### config.mk
export PLATFORM = sky130hd
export DESIGN_NAME = addsub_arbiter
export DESIGN_NICKNAME = d
export VERILOG_FILES = /design/src/rtl/addsub_arbiter.sv
export SDC_FILE = /design/constraint.sdc
export NUM_CORES = 1
export LEC_CHECK = 0
export ABC_AREA = 1
export BUFFER_PORTS_ARGS = -buffer_cell sky130_fd_sc_hd__buf_2
export CAP_MARGIN = 20
export CORE_MARGIN = 8
export CORE_UTILIZATION = 51
export CTS_CLUSTER_SIZE = 25
export DETAILED_ROUTE_END_ITERATION = 12
export GPL_ROUTABILITY_DRIVEN = 1
export PLACE_DENSITY = 0.88
export SLEW_MARGIN = 20
export SYNTH_ARGS = -nofsm -noshare
export SYNTH_HDL_FRONTEND = slang
export SYNTH_SLANG_ARGS = --single-unit
### constraint.sdc
create_clock -name clk -period 3.43 [get_ports clk]
set_clock_uncertainty 0.1 [all_clocks]
set_input_delay 0.1715 -clock clk [delete_from_list [all_inputs] [get_ports clk]]
set_output_delay 0.1715 -clock clk [all_outputs]
set_load 0.03 [all_outputs]
### src/rtl/addsub_arbiter.sv
// rtl/addsub_arbiter.sv - two-requester round-robin arbiter sharing one add/sub unit
// Registered result slot with one-cycle latency and back-to-back replace on drain.
module addsub_arbiter #(
    parameter int WIDTH = 36,
    parameter int CNT_W = 16
) (
    input  logic             clk,
    input  logic             reset,
    input  logic             r0_valid,
    output logic             r0_ready,
    input  logic [WIDTH-1:0] r0_a,
    input  logic [WIDTH-1:0] r0_b,
    input  logic             r0_sub,
    input  logic             r1_valid,
    output logic             r1_ready,
    input  logic [WIDTH-1:0] r1_a,
    input  logic [WIDTH-1:0] r1_b,
    input  logic             r1_sub,
    output logic             out_valid,
    input  logic             out_ready,
    output logic [WIDTH-1:0] out_data,
    output logic             out_carry,
    output logic             out_id,
    output logic [CNT_W-1:0] grant_cnt
);

    logic             out_valid_q, out_valid_d;
    logic [WIDTH-1:0] out_data_q, out_data_d;
    logic             out_carry_q, out_carry_d;
    logic             out_id_q, out_id_d;
    logic             ptr_q, ptr_d;
    logic [CNT_W-1:0] grant_cnt_q, grant_cnt_d;

    logic             slot_free;
    logic             gnt0, gnt1, gnt_any;
    logic [WIDTH-1:0] op_a, op_b, op_b_eff;
    logic             op_sub;
    logic [WIDTH:0]   sum;

    assign slot_free = !out_valid_q || out_ready;

    // Pointer side wins only on contention; a lone requester always wins.
    assign gnt0    = !reset && slot_free && r0_valid && (!r1_valid || !ptr_q);
    assign gnt1    = !reset && slot_free && r1_valid && (!r0_valid ||  ptr_q);
    assign gnt_any = gnt0 || gnt1;

    assign r0_ready = gnt0;
    assign r1_ready = gnt1;

    // Single shared adder; subtract is a + ~b + 1 so carry=1 means no borrow.
    assign op_a     = gnt1 ? r1_a   : r0_a;
    assign op_b     = gnt1 ? r1_b   : r0_b;
    assign op_sub   = gnt1 ? r1_sub : r0_sub;
    assign op_b_eff = op_sub ? ~op_b : op_b;
    assign sum      = {1'b0, op_a} + {1'b0, op_b_eff} + {{WIDTH{1'b0}}, op_sub};

    always_comb begin
        out_valid_d = out_valid_q;
        out_data_d  = out_data_q;
        out_carry_d = out_carry_q;
        out_id_d    = out_id_q;
        ptr_d       = ptr_q;
        grant_cnt_d = grant_cnt_q;
        if (gnt_any) begin
            out_valid_d = 1'b1;
            out_data_d  = sum[WIDTH-1:0];
            out_carry_d = sum[WIDTH];
            out_id_d    = gnt1;
            ptr_d       = !gnt1;
            grant_cnt_d = grant_cnt_q + 1'b1;
        end else if (out_ready) begin
            out_valid_d = 1'b0;
        end
    end

    always_ff @(posedge clk) begin
        if (reset) begin
            out_valid_q <= 1'b0;
            out_data_q  <= '0;
            out_carry_q <= 1'b0;
            out_id_q    <= 1'b0;
            ptr_q       <= 1'b0;
            grant_cnt_q <= '0;
        end else begin
            out_valid_q <= out_valid_d;
            out_data_q  <= out_data_d;
            out_carry_q <= out_carry_d;
            out_id_q    <= out_id_d;
            ptr_q       <= ptr_d;
            grant_cnt_q <= grant_cnt_d;
        end
    end

    assign out_valid = out_valid_q;
    assign out_data  = out_data_q;
    assign out_carry = out_carry_q;
    assign out_id    = out_id_q;
    assign grant_cnt = grant_cnt_q;

endmodule

Word level (Yosys, flattened, before mapping)
Cells that the tools add are included.
- bits of input ports: 151
- output and inout port bits: 57
- RAM bits: 0
- ROM bits: 0
- bits in latches: 0
- word-level logic and storage cells: 32
- register bits after elaboration: 56
- memories kept: 0
- muxes and demuxes: 6
- add/sub/neg operators: 3
- divide/modulo/power cells: 0
- magnitude comparators: 0
- shifts and indexed selects: 0
- equality and inequality tests: 0
- $mul: 0
- bitwise logic cells: 1
- reductions and logical operators: 16
- operators with widths (kind ; count):
    2-to-1 mux 36 bit ; 3
    adder 36 x 36 -> 37 bit ; 1
    adder 37 x 1 -> 37 bit ; 1
    inverter 36 bit ; 1
    adder 16 x 1 -> 16 bit, second input constant ; 1
    zero test 1 bit ; 6
    logical AND 1 bit ; 5
    logical OR 1 bit ; 4
    2-to-1 mux 1 bit ; 3
    nonzero test 2 bit ; 1

Depth between registers and ports, before layout
Gate-level depths: netlist of run 1.
- depth in word-level cells: 10
- depth in mapped cells: 23
- depth with buffers taken out: 22

Worst setup path after synthesis of run 1
Ideal clock, no wire load.
- kind: register -> register
- start: register out_valid_q, in the netlist out_valid
- end: register out_carry_q, in the netlist out_carry
- path buffers: 3
- library setup time: 0.116 ns
- data required time: 3.214 ns
- cell stages (with the launch flop): 20
- arrival time: 3.201 ns
- period minus slack after synthesis: 3.418 ns
- path slack: 0.012 ns
- path through: dfxtp_1 -> a21oi_4 -> nand2_4 -> buf_6 -> inv_2 -> clkbuf_1 -> clkbuf_1 -> nand2_1 -> nand2_1 -> ha_1 -> a21oi_1 -> o21ai_0 -> a21oi_1 -> nor2_1 -> a211oi_1 -> nand3_1 -> nand2_1 -> nand3_1 -> o211ai_1 -> inv_1
- cells in the longest elaborated chain, start to end: 10
- elaborated cells between the ends (all ways): 15
- those cells by class: add/sub (2); mux (4); bitwise (1); reduce/logical (8)
- ends and longest elaborated chain (element ; RTL line ; text):
    start, declared ; 27 ; logic out_valid_q, out_valid_d;
    start signal, assigned ; 85 ; out_valid_q <= out_valid_d;
    zero test 1 bit * ; 40 ; assign slot_free = !out_valid_q || out_ready;
    logical OR 1 bit * ; 40 ;
    logical AND 1 bit * (3 in a row) ; 44 ; assign gnt1 = !reset && slot_free && r1_valid && (!r0_valid || ptr_q);
    via r1_ready ; 15 ; output logic r1_ready,
    2-to-1 mux 36 bit ; 52 ; assign op_b = gnt1 ? r1_b : r0_b;
    inverter 36 bit ; 54 ; assign op_b_eff = op_sub ? ~op_b : op_b;
    2-to-1 mux 36 bit ; 54 ;
    adder 36 x 36 -> 37 bit ; 55 ; assign sum = {1'b0, op_a} + {1'b0, op_b_eff} + {{WIDTH{1'b0}}, op_sub};
    adder 37 x 1 -> 37 bit ; 55 ;
    end signal, assigned ; 87 ; out_carry_q <= out_carry_d;
    end, declared ; 29 ; logic out_carry_q, out_carry_d;
The timed path passes the listed nets; every way through them passes the cells marked *.
A chain may end at the register's enable or synchronous reset.

Worst setup path in the final report of run 1
- start: register ptr_q
- end: register out_data_q[19], in the netlist out_data[19]
- cells in the longest elaborated chain, start to end: 7
- elaborated cells between the ends (all ways): 13
- those cells by class: add/sub (2); mux (4); bitwise (1); reduce/logical (6)
- ends and longest elaborated chain (element ; RTL line ; text):
    start, declared ; 31 ; logic ptr_q, ptr_d;
    start signal, assigned ; 89 ; ptr_q <= ptr_d;
    logical OR 1 bit ; 44 ;
    logical AND 1 bit ; 44 ;
    2-to-1 mux 36 bit ; 52 ;
    inverter 36 bit ; 54 ;
    2-to-1 mux 36 bit ; 54 ;
    adder 36 x 36 -> 37 bit ; 55 ;
    adder 37 x 1 -> 37 bit ; 55 ;
    end signal, assigned ; 86 ; out_data_q <= out_data_d;
    end, declared ; 28 ; logic [WIDTH-1:0] out_data_q, out_data_d;
Parallel ways exist; a longest one is shown, timed or not.

==> impl_metrics.json, run 1 <==
{
  "outcome": "complete, no violations",
  "firstDrtPassIters": 7,
  "fin_crit_sh_pct": 96.0,
  "antenna_found_initial": 0,
  "async_flop_share_pct": 0,
  "grt_max_degree": 60,
  "startpoint": "ptr_q$_SDFFE_PP0P_",
  "crit_top_cell": "inv_1",
  "place_ws_ns": 0.0839,
  "whs_ns": 0.0477,
  "initial_utilization_pct": 51.7,
  "yosysWarnings": 0,
  "p_leak_nw": 3.95,
  "gp_congestion": 0.997,
  "slowest_delay_ns": 0.38,
  "routed_wl_um": 19000,
  "antenna_left": 0,
  "path_clk_slew_ns": 0.11,
  "grt_usage_pct": 25.2,
  "io_buffers": 207,
  "p_int_mw": 1.56,
  "synth_enable_flop_cells": 0,
  "worstPathRequired_ns": 3.53,
  "synth_top_area_cell": "dfxtp_1",
  "layout.cells.non_filler": 1217,
  "timing.setup.tns_ns": 0,
  "start_kind": "flip-flop",
  "r2r_start": "ptr_q$_SDFFE_PP0P_",
  "relSlewSlack_pct": 47.1,
  "endpoint_kind": "flip-flop",
  "setup_viol": 0,
  "hp-class": "primary input to flip-flop",
  "overflow": 0,
  "crit_type": "flip-flop to flip-flop",
  "synthCells": 859,
  "syn_nets": 1047,
  "first_global_vias": 6375,
  "cp_slowest_cell": "ha_1",
  "nets": 1264,
  "netlist-cell-type-count": 48,
  "finalHoldViolCount": 0,
  "placed_area_sq_um": 6850,
  "grt_pass1_wl_um": 30100,
  "r2r_setup_slack_ns": 0.14,
  "ys_seq_area_share_pct": 20.3,
  "yosysMostFrequentCell": "nand2_1",
  "placeableCoreArea_sq_um": 10700,
  "syn-cell-area_sq_um": 5530,
  "area_growth_syn_to_layout_pct": 29.2,
  "cp-endpoint": "out_data[19]$_SDFFE_PP0P_",
  "dp.cells": 1203,
  "p_sw_mw": 1.42,
  "design.die.area_sq_um": 14400,
  "clkSinkCount": 56,
  "cp_data_arrival_time_ns": 3.40,
  "max_freq_mhz": 304,
  "rows": 38,
  "finalWorstSetupSlack_ns": 0.136,
  "h-tree-depth": 2,
  "vdd_ir_drop_max_uv": 242,
  "diodes": 0,
  "dp.final_hpwl_um": 15700,
  "crit_buf_inv": 4,
  "synth-main-ff-cell": "dfxtp_1",
  "tightest_slew_ns": 0.792,
  "cts_buffers": 5,
  "ff2ff_path_depth": 18,
  "drv_slew": 0,
  "cts_tree": "yes",
  "boundaryPins": 208,
  "clockRootBuffer": "clkbuf_8",
  "syn_area_per_cell_sq_um": 6.44,
  "cp_cell_sequence": "inv_1, a21oi_4, nand2_4, nand2_1, nand2_2, buf_12, xor2_1, ha_1, nand2_1, nor2_1, inv_1, nor2_1, nand3_1, o21ai_4, or2_1, nand3_1, o211ai_1, inv_1",
  "combPwrFrac_pct": 61.6,
  "route.detailed.drc": 0,
  "cp_num_cells": 18,
  "max-cap-violations": 0,
  "yosysTopAreaCellShare_pct": 20.3,
  "rr_endpoint": "out_data[19]$_SDFFE_PP0P_",
  "critPathTopFamily": "simple AND/OR/NAND/NOR gates",
  "final_util_pct": 66.7,
  "cts_buffer_depth": 2,
  "synth_area_leaders": "dfxtp_1 (20%), nand2_1 (15%), ha_1 (8.1%)",
  "via_per_inst": 5.31,
  "power_mw": 2.98,
  "seqPwrFrac_pct": 25.4,
  "ys_ff_latch": 56,
  "clock_power_share_pct": 13.0,
  "vias": 6465,
  "power_density_nw_per_um2": 417,
  "clk_latency_ns": 0.32,
  "drtIter0Drc": 380,
  "wl_per_cell_um": 15.6,
  "period_needed_ns": 3.29,
  "yosys-top-cells-count": "nand2_1 (226), inv_1 (81), a21oi_1 (71), nor2_1 (71), o21ai_0 (62)",
  "die_h_um": 120,
  "rsz0062_at_grt": "true",
  "sw_frac_of_total_pct": 47.5,
  "die_x_um": 120,
  "final_area_sq_um": 7140,
  "drive_gt1_share_pct": 29.2,
  "nFillCells": 1005,
  "crit_fanout": 30
}
-- worst min path at each step --
stage | start | end | slack [ns] | cells past startpoint
2_1_floorplan | reset | grant_cnt[15]$_SDFFE_PP0P_ | 0.27 | 2
3_3_place_gp | grant_cnt[13]$_SDFFE_PP0P_ | grant_cnt[14]$_SDFFE_PP0P_ | 0.36 | 2
3_5_place_dp | grant_cnt[13]$_SDFFE_PP0P_ | grant_cnt[14]$_SDFFE_PP0P_ | 0.36 | 2
4_1_cts | out_ready | out_valid$_SDFFE_PP0P_ | 0.05 | 4
5_1_grt | out_ready | out_valid$_SDFFE_PP0P_ | 0.07 | 4
6_report | out_ready | out_valid$_SDFFE_PP0P_ | 0.05 | 4
-- cell usage in the layout, fill, tap and decap left out, types with 5 or more instances in the layout --
cell | synthesis | routed
nor2_1 | 71 | 70
ha_1 | 36 | 28
o21a_1 | 5 | 5
buf_4 | 0 | 27
ha_2 | 0 | 8
a21oi_1 | 71 | 59
mux2i_1 | 35 | 31
xnor2_1 | 7 | 7
nand2_1 | 226 | 224
inv_2 | 6 | 6
buf_2 | 11 | 207
nor3_1 | 11 | 10
dfxtp_1 | 56 | 56
nand2_2 | 8 | 10
nand3_2 | 4 | 5
a21oi_2 | 0 | 12
clkbuf_8 | 0 | 5
o21ai_0 | 62 | 62
inv_1 | 81 | 81
o21bai_1 | 14 | 13
a21o_1 | 6 | 6
o211ai_1 | 8 | 8
nand3_1 | 35 | 34
xor2_1 | 41 | 40
-- worst register-to-register path: stages (launching register included) --
cell,delay [ns]
dfxtp_1,0.36
inv_1,0.08
a21oi_4,0.21
nand2_4,0.10
nand2_1,0.10
nand2_2,0.09
buf_12,0.19
xor2_1,0.19
ha_1,0.38
nand2_1,0.12
nor2_1,0.15
inv_1,0.10
nor2_1,0.19
nand3_1,0.17
o21ai_4,0.23
or2_1,0.13
nand3_1,0.11
o211ai_1,0.12
inv_1,0.05
-- power groups by stage --
stage                     sequential (mW)  clock (mW)  combinational, mW
after global placement              0.768           0               1.70
final                               0.757       0.389               1.83
after global routing                0.764       0.415               2.02
after CTS                           0.756       0.392               1.72
after detailed placement            0.770           0               1.72
after floorplan                     0.898           0               1.04
-- sequential cells by signal, summed over array words and instances (netlist names) --
register,count
out_data,36
grant_cnt,16
out_id,1
ptr_q,1
out_carry,1
out_valid,1
-- repair_timing --
action	in CTS	in global routing
hold buffers	0	0
buffers inserted	0	6
resized for setup	0	41
setup endpoints to repair	0	18
-- metal layers --
| metal | global-route usage, % | share of wire (%) | vias up |
|---|---|---|---|
| li1 | - | - | 3277 |
| met1 | 27.6 | 41 | 2919 |
| met2 | 47.6 | 51 | 218 |
| met3 | 4.56 | 5.6 | 51 |
| met4 | 8.35 | 3.2 | 0 |
| met5 | 0 | 0 | - |
-- cell type report --
type	instances	area, sq um	share of cell area (%)
clock buffers	5	68.8	0.964
clock inverters	3	27.5	0.385
inverters	88	330	4.63
multi-input cells	685	4080	57.1
flip-flops and latches	56	1120	15.7
well taps	140	175	2.45
repair buffers	240	1340	18.8
-- cell families (layout without fill, tap and decap cells) --
group                      after synthesis  after routing  synth area share, %
DFF                                     56             56                 20.3
xor gates and xnor gates                48             48                 7.61
AOI/OAI and AO/OA                      190            190                 20.2
buffers and inverters                  118            336                 8.53
and+or+nand+nor                        375            375                 28.6
muxes                                   35             35                 6.34
adders and majority gates               37             37                 8.51
Power figures use the tool's default switching activity.
==> inputs of run 2 (changes only) <==
- CORE_ASPECT_RATIO: unset -> 1.2
==> run 2 against run 1 <==
Effect of this change: cell count grew 0.16%; global-route usage rose by 0.10 points; design area up 2.4%; via count increased by 3.4%; wire length rose by 3.6%; worst hold slack better by 0.051 ns; die area about the same; count of clock-buffer cells in the layout is the same; worst setup slack got worse by 0.046 ns; largest cell class unchanged.
==> impl_metrics.json, run 2 (synthesis results as in run 1) <==
{
  "outcome": "complete, no violations",
  "r2r_setup_slack_ns": 0.09,
  "h-tree-depth": 2,
  "clk_latency_ns": 0.29,
  "drv_slew": 0,
  "largest_register_ffs": 36,
  "final_cell_mix": "nand2_1 (223), buf_2 (207), inv_1 (81)",
  "boundaryPins": 208,
  "slowest_delay_ns": 0.35,
  "setup_viol": 0,
  "whs_ns": 0.0990,
  "max-cap-violations": 0,
  "vdd_ir_drop_max_uv": 238,
  "diodes": 0,
  "cp_cell_sequence": "inv_1, a21oi_4, nand2_4, buf_12, buf_4, mux2i_1, xor2_1, ha_1, a21oi_1, o21ai_0, a21oi_1, a21boi_1, o21ai_4, a21oi_2, nor2_1, nor2_1, nor2_1",
  "crit_type": "flip-flop to flip-flop",
  "crit_top_cell": "nor2_1",
  "rsz0062_at_grt": "true",
  "antenna_left": 0,
  "grt_max_degree": 32,
  "grt_pass1_wl_um": 30500,
  "postCtsHoldBufs": 0,
  "cp-endpoint": "out_data[27]$_SDFFE_PP0P_",
  "worstPathRequired_ns": 3.51,
  "vias": 6687,
  "cp_slowest_cell": "dfxtp_1",
  "die_x_um": 111,
  "antenna_found_initial": 0,
  "power_mw": 3.20,
  "rows": 41,
  "start_kind": "flip-flop",
  "route.detailed.drc": 0,
  "first_global_vias": 6554,
  "wl_per_cell_um": 16.2,
  "endpoint_kind": "flip-flop",
  "grt_usage_pct": 25.3,
  "drive_gt1_share_pct": 30.4,
  "crit_fanout": 27,
  "r2r_start": "ptr_q$_SDFFE_PP0P_",
  "via_per_inst": 5.49,
  "fin_crit_sh_pct": 97.4,
  "path_clk_slew_ns": 0.08,
  "hold_depth": 4,
  "cp_data_arrival_time_ns": 3.42,
  "relSlewSlack_pct": 48.6,
  "design.die.area_sq_um": 14400,
  "io_buffers": 207,
  "dp.final_hpwl_um": 16100,
  "layout_commonest_cell": "nand2_1",
  "nets": 1277,
  "startpoint": "ptr_q$_SDFFE_PP0P_",
  "overflow": 0,
  "tightest_slew_ns": 0.771,
  "area_growth_syn_to_layout_pct": 32.3,
  "drtIter0Drc": 392,
  "finalHoldViolCount": 0,
  "clkSinkCount": 56,
  "final_area_sq_um": 7310,
  "period_needed_ns": 3.34,
  "placed_area_sq_um": 6890,
  "cts_buffer_depth": 2,
  "hold_start": "out_ready",
  "ff2ff_path_depth": 17,
  "cts_tree": "yes",
  "rr_endpoint": "out_data[27]$_SDFFE_PP0P_",
  "routed_wl_um": 19700,
  "placeableCoreArea_sq_um": 10600,
  "cts_buffers": 5,
  "nFillCells": 941,
  "initial_utilization_pct": 52.3,
  "gp_congestion": 1.05,
  "p_leak_nw": 4.04,
  "power_density_nw_per_um2": 437,
  "hp-class": "primary input to flip-flop",
  "firstDrtPassIters": 7,
  "clockRootBuffer": "clkbuf_16",
  "max_freq_mhz": 299,
  "die_h_um": 130
}
-- run 2: cell types whose count changed in the layout (fill, tap and decap cells not counted), moves of 4 or more --
cell / change
a21oi_1: -7
a21oi_2: +7
buf_4: +14
clkbuf_16: +6
clkbuf_8: -5
ha_1: +5
ha_2: -6
o21ai_0: -4
o21ai_1: +5
-- run 2: how the worst min path moves through the flow --
stage | endpoint | slack, ns
final | out_valid$_SDFFE_PP0P_ | 0.1
after global routing | out_valid$_SDFFE_PP0P_ | 0.12
after detailed placement | grant_cnt[14]$_SDFFE_PP0P_ | 0.36
after global placement | out_data[1]$_SDFFE_PP0P_ | 0.36
after CTS | out_valid$_SDFFE_PP0P_ | 0.10
after floorplan | grant_cnt[15]$_SDFFE_PP0P_ | 0.27
-- run 2: critical path, delay by kind of cell (launching register included) --
family | cells | cell delay, ns
compound gates | 7 | 1.35
buf+inv | 3 | 0.45
flops | 1 | 0.35
simple gates | 4 | 0.29
fa+ha+maj | 1 | 0.29
mux | 1 | 0.21
xor+xnor | 1 | 0.17
-- run 2: area by class of cell --
| type | instances | area [sq um] | area share, % |
|---|---|---|---|
| clock buffers | 5 | 125 | 1.71 |
| inverters | 88 | 330 | 4.52 |
| repair buffers | 253 | 1440 | 19.7 |
| flip-flops and latches | 56 | 1120 | 15.3 |
| clock inverters | 3 | 21.3 | 0.291 |
| multi-input cells | 685 | 4110 | 56.3 |
| well taps | 129 | 161 | 2.21 |
-- run 2: through the flow --
stage	utilization [%]	setup TNS (ns)	cells	setup slack [ns]
floorplan	-	0	859	0.0123
global placement	65.2	0	1202	0.0601
detailed placement	65.2	0	1202	0.0807
CTS	66.6	0	1210	0.0456
global route	69.2	-0.369	1219	-0.0909
finish	69.2	0	1219	0.0901
-- run 2: power by group --
part | leakage (nW) | internal (mW) | switching, mW
Sequential | 0.460 | 0.719 | 0.0395
Combinational | 3.51 | 0.730 | 1.19
Clock | 0.0702 | 0.273 | 0.248
-- run 2: metal layers --
| metal | GRT usage (%) | share of wire (%) |
|---|---|---|
| met5 | 0 | 0 |
| met4 | 12.3 | 4.8 |
| met1 | 26.2 | 38 |
| met2 | 48.6 | 50 |
| met3 | 4.18 | 6.6 |
-- run 2: repair_timing --
action                                  CTS  global route
buffers inserted                          0             8
endpoints found under the setup margin    0            19
gates resized for setup                   0            54
==> inputs of run 3 (changes only) <==
- ABC_AREA: 1 -> unset
- CORE_UTILIZATION: 51 -> 50
==> run 3 against run 2 <==
Effect of this change: the flow now finishes with violations (negative setup slack); first-iteration DRC count grew 42%; synthesized cell count shrank 19%; utilization grew 7.6 points; maximum frequency shrank 8.7%; sequential power grew 5.1%; global-route usage shrank 0.53 points; synthesized area shrank 5.7%; clock power shrank 1%; via count shrank 1.4%; flip-flop and latch count is the same; largest power group unchanged.
==> impl_metrics.json, run 3 <==
{
  "outcome": "finished, violations left",
  "violations": "negative setup slack",
  "netlist-cell-type-count": 67,
  "largest_register_ffs": 36,
  "synth-main-ff-cell": "dfxtp_1",
  "initial_utilization_pct": 50.5,
  "firstDrtPassIters": 6,
  "worstPathRequired_ns": 3.56,
  "path_clk_slew_ns": 0.08,
  "overflow": 0,
  "p_leak_nw": 4.05,
  "tightest_slew_ns": 0.558,
  "via_per_inst": 5.85,
  "cp_data_arrival_time_ns": 3.78,
  "cts_buffer_depth": 2,
  "routed_wl_um": 20500,
  "clkSinkCount": 56,
  "ys_ff_latch": 56,
  "max-cap-violations": 0,
  "final_cell_mix": "buf_2 (207), nand2_1 (156), buf_4 (105)",
  "h-tree-depth": 2,
  "power_density_nw_per_um2": 451,
  "drive_gt1_share_pct": 42.4,
  "syn_nets": 884,
  "relSlewSlack_pct": 62.8,
  "max_freq_mhz": 273,
  "antenna_found_initial": 2,
  "endpoint_kind": "flip-flop",
  "die_h_um": 128,
  "placed_area_sq_um": 7040,
  "synthCells": 696,
  "boundaryPins": 208,
  "die_x_um": 109,
  "hold_depth": 4,
  "crit_fanout": 5,
  "area_growth_syn_to_layout_pct": 52.0,
  "syn-cell-area_sq_um": 5210,
  "dp.final_hpwl_um": 13700,
  "wl_per_cell_um": 18.1,
  "whs_ns": 0.124,
  "grt_max_degree": 54,
  "cts_tree": "yes",
  "drv_slew": 0,
  "start_kind": "flip-flop",
  "power_mw": 3.57,
  "r2r_setup_slack_ns": -0.23,
  "rows": 41,
  "design.die.area_sq_um": 14000,
  "synth_area_leaders": "dfxtp_1 (22%), nand2_1 (11%), xor2_1 (8.7%)",
  "rsz0062_at_grt": "true",
  "ys_seq_area_share_pct": 21.5,
  "yosysMostFrequentCell": "nand2_1",
  "yosysWarnings": 0,
  "postCtsHoldBufs": 0,
  "finalHoldViolCount": 0,
  "hp-class": "primary input to flip-flop",
  "fin_crit_sh_pct": 107,
  "async_flop_share_pct": 0,
  "placeableCoreArea_sq_um": 10300,
  "route.detailed.drc": 0,
  "place_ws_ns": -0.261,
  "gp_congestion": 0.897,
  "ff2ff_path_depth": 17,
  "setup_viol": 12,
  "first_global_vias": 6206,
  "yosysTopAreaCellShare_pct": 21.5,
  "yosys-top-cells-count": "nand2_1 (158), dfxtp_1 (56), xor2_1 (52), a21oi_1 (46), mux2i_1 (39)",
  "io_buffers": 207,
  "finalWorstSetupSlack_ns": -0.229,
  "synth_top_area_cell": "dfxtp_1",
  "nets": 1185,
  "vdd_ir_drop_max_uv": 238,
  "clockRootBuffer": "clkbuf_16",
  "antenna_left": 0,
  "diodes": 0,
  "synth_enable_flop_cells": 0,
  "period_needed_ns": 3.66,
  "vias": 6593,
  "clk_latency_ns": 0.29,
  "crit_type": "flip-flop to flip-flop",
  "cts_buffers": 5,
  "grt_pass1_wl_um": 28600,
  "drtIter0Drc": 557,
  "syn_area_per_cell_sq_um": 7.49,
  "grt_usage_pct": 24.8,
  "final_area_sq_um": 7920,
  "layout_commonest_cell": "buf_2"
}
-- run 3: final cells by class --
type,count,area (sq um)
well taps,129,161
clock buffers,5,125
fillers,665,2390
clock inverters,3,21.3
inverters,8,32.5
multi-input cells,596,4340
repair buffers,330,2110
flip-flops and latches,56,1130
-- run 3: power by group --
| part | switching [mW] | internal (mW) |
|---|---|---|
| logic | 1.24 | 1.02 |
| registers | 0.0541 | 0.743 |
| clock network | 0.243 | 0.273 |
| total | 1.54 | 2.04 |
-- run 3: worst max-delay path, cell delays in order, from the launching register on --
cell      delay (ns)
dfxtp_2         0.33
nand2b_4        0.13
nand4_4         0.13
inv_4           0.11
mux2i_4         0.26
buf_6           0.16
buf_12          0.13
xor2_1          0.08
ha_1            0.37
buf_6           0.14
buf_4           0.13
nand3_4         0.09
or4_4           0.45
a21boi_2        0.19
o21a_2          0.16
nor3_1          0.07
or3b_1          0.42
a21oi_2         0.15
-- run 3: worst paths after layout --
| check | from | to |
|---|---|---|
| setup / recovery | ptr_q$_SDFFE_PP0P_ | out_data[14]$_SDFFE_PP0P_ |
| hold / removal | r1_a[0] | out_data[0]$_SDFFE_PP0P_ |
| setup reg to reg | ptr_q$_SDFFE_PP0P_ | out_data[14]$_SDFFE_PP0P_ |
| hold reg to reg | out_data[26]$_SDFFE_PP0P_ | out_data[26]$_SDFFE_PP0P_ |
-- run 3: logic make-up (layout without fill, tap and decap cells) --
kind of cell / count (synthesis) / count (layout) / synth area share, %
AO/OA/AOI/OAI: 168 / 168 / 22.1
XOR/XNOR: 69 / 69 / 11.6
adder cells (fa/ha/maj): 37 / 37 / 9.03
buffers and inverters: 44 / 346 / 3.39
flip-flops: 56 / 56 / 21.5
multiplexers: 40 / 40 / 7.78
AND/OR/NAND/NOR: 282 / 282 / 24.6
-- run 3: layer usage --
layer  up-vias  wire length [um]  global-route usage, %
met2       384             10400                   45.4
met5         -                27                      0
met4         4              1160                   9.55
met3       117              1760                   5.08
li1       3074                 -                      -
met1      3014              7070                   26.8
-- run 3: metrics by stage --
step                TNS [ns]  instances  utilization (%)
floorplan            -0.0559        696                -
global placement      -0.695       1083             68.2
detailed placement     -2.51       1083             68.2
CTS                 -0.00675       1106             71.9
global route           -5.21       1127             76.8
finish                 -1.16       1127             76.8
-- run 3: timing repair --
action                     4_1_cts  5_1_grt
cloned                           1        0
setup endpoints to repair       21       28
pin swaps                       20       41
setup buffers                   14       21
resized for setup               27       64
